### src/rtl/full_adder_if.sv
// Operand, control and result bundle for the full_adder cell.
// master drives operands/controls; slave (the cell) drives results.
interface full_adder_if;
  logic        A;
  logic        B;
  logic        Cin;
  logic        sub;
  logic        serial_en;
  logic        serial_start;
  logic        in_valid;
  logic        Sum;
  logic        Cout;
  logic        sum_q;
  logic        cout_q;
  logic        carry_q;
  logic        out_valid;
  logic [15:0] op_count;

  modport master (
    output A, B, Cin, sub, serial_en, serial_start, in_valid,
    input  Sum, Cout, sum_q, cout_q, carry_q, out_valid, op_count
  );

  modport slave (
    input  A, B, Cin, sub, serial_en, serial_start, in_valid,
    output Sum, Cout, sum_q, cout_q, carry_q, out_valid, op_count
  );
endinterface

### src/rtl/full_adder.sv
// 1-bit full adder with optional B inversion and a registered stage whose carry
// feeds back for LSB-first bit-serial add/subtract. Macro FULL_ADDER_OPCNT_EN enables op_count.
module full_adder (
  input  logic          clk,
  input  logic          rst,
  full_adder_if.slave   bus
);

  localparam int unsigned CNT_W = 16;

  logic w_be;
  logic w_ce;
  logic w_sum;
  logic w_cout;

  logic r_sum_q;
  logic r_cout_q;
  logic r_carry_q;
  logic r_out_valid;

  // Carry-in select: serial start injects Cin^sub (the +1 of two's complement),
  // later serial bits take the stored carry, so no combinational loop exists.
  always_comb begin
    w_be = bus.B ^ bus.sub;
    w_ce = bus.Cin;
    if (bus.serial_en) begin
      if (bus.serial_start) begin
        w_ce = bus.Cin ^ bus.sub;
      end else begin
        w_ce = r_carry_q;
      end
    end
    w_sum  = bus.A ^ w_be ^ w_ce;
    w_cout = (bus.A & w_be) | (bus.A & w_ce) | (w_be & w_ce);
  end

  always_ff @(posedge clk or posedge rst) begin
    if (rst) begin
      r_sum_q     <= 1'b0;
      r_cout_q    <= 1'b0;
      r_carry_q   <= 1'b0;
      r_out_valid <= 1'b0;
    end else begin
      r_out_valid <= bus.in_valid;
      if (bus.in_valid) begin
        r_sum_q   <= w_sum;
        r_cout_q  <= w_cout;
        r_carry_q <= w_cout;
      end
    end
  end

`ifdef FULL_ADDER_OPCNT_EN
  logic [CNT_W-1:0] r_op_count;

  // Saturating count of accepted operations.
  always_ff @(posedge clk or posedge rst) begin
    if (rst) begin
      r_op_count <= '0;
    end else if (bus.in_valid && (r_op_count != {CNT_W{1'b1}})) begin
      r_op_count <= r_op_count + CNT_W'(1);
    end
  end

  assign bus.op_count = r_op_count;
`else
  assign bus.op_count = {CNT_W{1'b0}};
`endif

  assign bus.Sum       = w_sum;
  assign bus.Cout      = w_cout;
  assign bus.sum_q     = r_sum_q;
  assign bus.cout_q    = r_cout_q;
  assign bus.carry_q   = r_carry_q;
  assign bus.out_valid = r_out_valid;

endmodule

### src/flat_wrapper.sv
// flat-port wrapper written by rule: the top's interface ports become plain ports
module full_adder_flat 
  (clk, rst, bus_A, bus_B, bus_Cin, bus_sub, bus_serial_en, bus_serial_start, bus_in_valid, bus_Sum, bus_Cout, bus_sum_q, bus_cout_q, bus_carry_q, bus_out_valid, bus_op_count);
  full_adder_if bus_i ();
  input  logic clk;
  input  logic rst;
  input wire logic [$bits(bus_i.A)-1:0] bus_A;
  input wire logic [$bits(bus_i.B)-1:0] bus_B;
  input wire logic [$bits(bus_i.Cin)-1:0] bus_Cin;
  input wire logic [$bits(bus_i.sub)-1:0] bus_sub;
  input wire logic [$bits(bus_i.serial_en)-1:0] bus_serial_en;
  input wire logic [$bits(bus_i.serial_start)-1:0] bus_serial_start;
  input wire logic [$bits(bus_i.in_valid)-1:0] bus_in_valid;
  output wire logic [$bits(bus_i.Sum)-1:0] bus_Sum;
  output wire logic [$bits(bus_i.Cout)-1:0] bus_Cout;
  output wire logic [$bits(bus_i.sum_q)-1:0] bus_sum_q;
  output wire logic [$bits(bus_i.cout_q)-1:0] bus_cout_q;
  output wire logic [$bits(bus_i.carry_q)-1:0] bus_carry_q;
  output wire logic [$bits(bus_i.out_valid)-1:0] bus_out_valid;
  output wire logic [$bits(bus_i.op_count)-1:0] bus_op_count;
  assign bus_i.A = bus_A;
  assign bus_i.B = bus_B;
  assign bus_i.Cin = bus_Cin;
  assign bus_i.sub = bus_sub;
  assign bus_i.serial_en = bus_serial_en;
  assign bus_i.serial_start = bus_serial_start;
  assign bus_i.in_valid = bus_in_valid;
  assign bus_Sum = bus_i.Sum;
  assign bus_Cout = bus_i.Cout;
  assign bus_sum_q = bus_i.sum_q;
  assign bus_cout_q = bus_i.cout_q;
  assign bus_carry_q = bus_i.carry_q;
  assign bus_out_valid = bus_i.out_valid;
  assign bus_op_count = bus_i.op_count;
  full_adder u_core (.clk(clk), .rst(rst), .bus(bus_i));
endmodule
### config.mk
export PLATFORM = sky130hd
export DESIGN_NAME = full_adder_flat
export DESIGN_NICKNAME = d
export VERILOG_FILES = /design/src/rtl/full_adder_if.sv /design/src/rtl/full_adder.sv /design/src/flat_wrapper.sv
export SDC_FILE = /design/constraint.sdc
export NUM_CORES = 1
export LEC_CHECK = 0
export BUFFER_PORTS_ARGS = -buffer_cell sky130_fd_sc_hd__buf_4
export CAP_MARGIN = 10
export CELL_PAD_IN_SITES_DETAIL_PLACEMENT = 1
export CELL_PAD_IN_SITES_GLOBAL_PLACEMENT = 1
export CORE_MARGIN = 4
export CORE_UTILIZATION = 22
export DETAILED_ROUTE_END_ITERATION = 12
export PLACE_DENSITY = 0.82
export SLEW_MARGIN = 20
export SYNTH_ARGS = -nofsm -noshare
export SYNTH_HDL_FRONTEND = slang
export SYNTH_SLANG_ARGS = --single-unit
### constraint.sdc
create_clock -name clk -period 2.64 [get_ports clk]
set_input_delay 0.132 -clock clk [delete_from_list [all_inputs] [get_ports clk]]
set_output_delay 0.132 -clock clk [all_outputs]
set_load 0.05 [all_outputs]
==> impl_metrics.env <==
export IMPL_rows=12
export IMPL_drive_gt1_share_pct=39.6
export IMPL_place_congestion=0.649
export IMPL_fin_crit_ps=1730
export IMPL_synth_ff_type="dfrtp_1"
export IMPL_cts_sinks=3
export IMPL_hp_class="in2reg"
export IMPL_ys_types=11
export IMPL_grt_start_max_net_pins=5
export IMPL_final_seq_area_sq_um=75.1
export IMPL_path_buf_inv=1
export IMPL_die_w_microns=44.2
export IMPL_critical_path_max_stage_delay_ps=520
export IMPL_status="complete, no violations"
export IMPL_grt_pass1_vias=234
export IMPL_grt_overflow_total=0
export IMPL_synth_seq_cells=3
export IMPL_worst_ep_arrival_time_ps=1600
export IMPL_async_flop_share_pct=100
export IMPL_drc=0
export IMPL_synth_enable_flop_cells=0
export IMPL_netlist_top_cells_area="buf_4, dfrtp_1, mux2_2"
export IMPL_holdBufCountCts=1
export IMPL_reg2reg_depth=4
export IMPL_grt_first_pass_wirelength_microns=890
export IMPL_cts_setup_buffers=0
export IMPL_yosysSeqAreaShare_pct=26.1
export IMPL_cpMaxStageDelayCell="fa_1"
export IMPL_hold_end="u_core.bus.out_valid"
export IMPL_cts_clk_slew_worst_paths_ps=40
export IMPL_synth_largest_area_cell="buf_4"
export IMPL_dieArea_sq_um=1950
export IMPL_r2r_end="u_core.bus.sum_q"
export IMPL_p_per_area_nw_per_um2=827
export IMPL_cts_tree="done"
export IMPL_wire_per_inst_microns=9.03
export IMPL_timing_rr_start="u_core.bus.cout_q"
export IMPL_netlist_instances=31
export IMPL_hold_ws_ps=31.1
export IMPL_insertion_delay_ps=230
export IMPL_synth_top_area_share_pct=44.3
export IMPL_htreeDepth=1
export IMPL_nets=59
export IMPL_antenna_found_initial=0
export IMPL_min_delay_path_depth=1
export IMPL_n_antenna_cell=0
export IMPL_setup_violations=0
export IMPL_maxCapViolCount=0
export IMPL_area_growth_pct=30.4
export IMPL_dr_pass1_iters=2
export IMPL_path_max_fanout=4
export IMPL_vias_per_cell=3.35
export IMPL_final_antenna_net_count=0
export IMPL_initial_core_util_pct=24.6
export IMPL_final_core_util_pct=32.1
export IMPL_yosysMostFrequentCell="buf_4"
export IMPL_cts_buffers=3
export IMPL_die_y_microns=44.2
export IMPL_endpoint_kind="primary output"
export IMPL_vdd_ir_drop_max_v=0.000191
export IMPL_root_buffer="clkbuf_4"
export IMPL_ff2ff_setup_slack_ps=1130
export IMPL_fill_cells=157
export IMPL_core_area_sq_um=1170
export IMPL_ys_warn_count=0
export IMPL_post_route_period_util_pct=65.7
export IMPL_post_cts_resize_count=0
export IMPL_finalHoldViolCount=0
export IMPL_setup_tns_ps=0
export IMPL_synth_avg_cell_area_sq_um=9.28
export IMPL_wl_microns=560
export IMPL_crit_chain="o21ai_0 -> a21oi_1 -> fa_1 -> buf_4"
export IMPL_vias=208
export IMPL_io_pin_count=31
export IMPL_p_leak_nw=0.205
export IMPL_startpoint_type="flip-flop"
export IMPL_crit_family="adder cells"
export IMPL_rsz0062_at_grt="false"
export IMPL_netlist_area_sq_um=288
export IMPL_cp_required_ps=2510
export IMPL_min_delay_start="bus_in_valid"
export IMPL_fmax_mhz=577
export IMPL_worstSetupPathType="reg2out"
export IMPL_portBuffers=14
export IMPL_fin_skew_ps=0.00154
export IMPL_drt_iter0_markers=1
export IMPL_multi_input_comb_area_sq_um=138
export IMPL_drv_slew=0
export IMPL_worstSetupStartpoint="u_core.bus.cout_q"
export IMPL_gr_usage_all_layers_pct=6.41
export IMPL_clock_path_buffers=2
export IMPL_yosys_top_cells_count="buf_4, dfrtp_1, a21oi_1, mux2_2"
==> logic make-up after synthesis <==
logic type	synth area share, %
other	1.30
muxes	7.83
AOI/OAI and AO/OA	5.22
DFF	26.1
and+or+nand+nor	3.91
xor gates and xnor gates	3.04
adders and majority gates	6.96
buffers and inverters	45.7
==> area by class of cell <==
class / instances / area share [%]
multi-input cells: 25 / 36.7
repair buffers: 15 / 30.7
flip-flops and latches: 3 / 20.0
clock buffers: 4 / 7.00
well taps: 14 / 4.67
inverters: 1 / 1.00
==> worst reg2reg max path, delay by kind of cell (launching register included) <==
| family | cells | cell delay (ps) |
|---|---|---|
| adder cells (fa/ha/maj) | 1 | 470 |
| AO/OA/AOI/OAI | 2 | 250 |
| flip-flops | 1 | 400 |
| multiplexers | 1 | 280 |
==> flip-flops by register name (all words and copies together) (netlist names) <==
name                  count
u_core.bus.out_valid      1
u_core.bus.sum_q          1
u_core.bus.cout_q         1
==> per-layer routing <==
layer	up-vias	track usage, %	share of wire [%]
li1	99	-	-
met1	95	5.85	31
met2	14	11.0	59
met3	0	2.44	10
met4	0	5.42	0
met5	-	0	0
==> worst max path at each step <==
| stage | to | slack (ps) | cells after the start |
|---|---|---|---|
| 3_3_place_gp | u_core.bus.sum_q | 1160 | 4 |
| 6_report | bus_Sum | 910 | 4 |
| 4_1_cts | bus_Sum | 880 | 4 |
| 5_1_grt | bus_Sum | 770 | 4 |
| 2_1_floorplan | u_core.bus.sum_q | 590 | 4 |
| 3_5_place_dp | u_core.bus.sum_q | 1110 | 4 |
==> report_power, final <==
group	total, mW	switching [mW]	internal [mW]
Clock	0.0791	0.0225	0.0566
Combinational	0.171	0.130	0.0412
Sequential	0.0602	0.00567	0.0545
Total	0.310	0.158	0.152
==> layout by cell type, fill, tap and decap left out <==
cell type      Yosys  layout
a21oi_1            2       2
buf_4             17      14
clkbuf_1           0       1
clkbuf_4           0       3
conb_1             1      16
dfrtp_1            3       3
dlygate4sd3_1      0       1
fa_1               1       1
inv_1              1       1
mux2_2             2       2
nand2b_1           1       1
nand3_1            1       1
o21ai_0            1       1
xor2_1             1       1
==> per-stage QoR <==
step	instances	setup WS, ps	area, sq um	power [mW]
after CTS	62	881	375	0.316
after floorplan	46	586	344	0.214
after global routing	62	769	375	0.331
after detailed placement	57	1110	339	0.232
after global placement	57	1160	339	0.229
final	62	906	375	0.310
No activity file was read; power rests on OpenSTA's default activity.
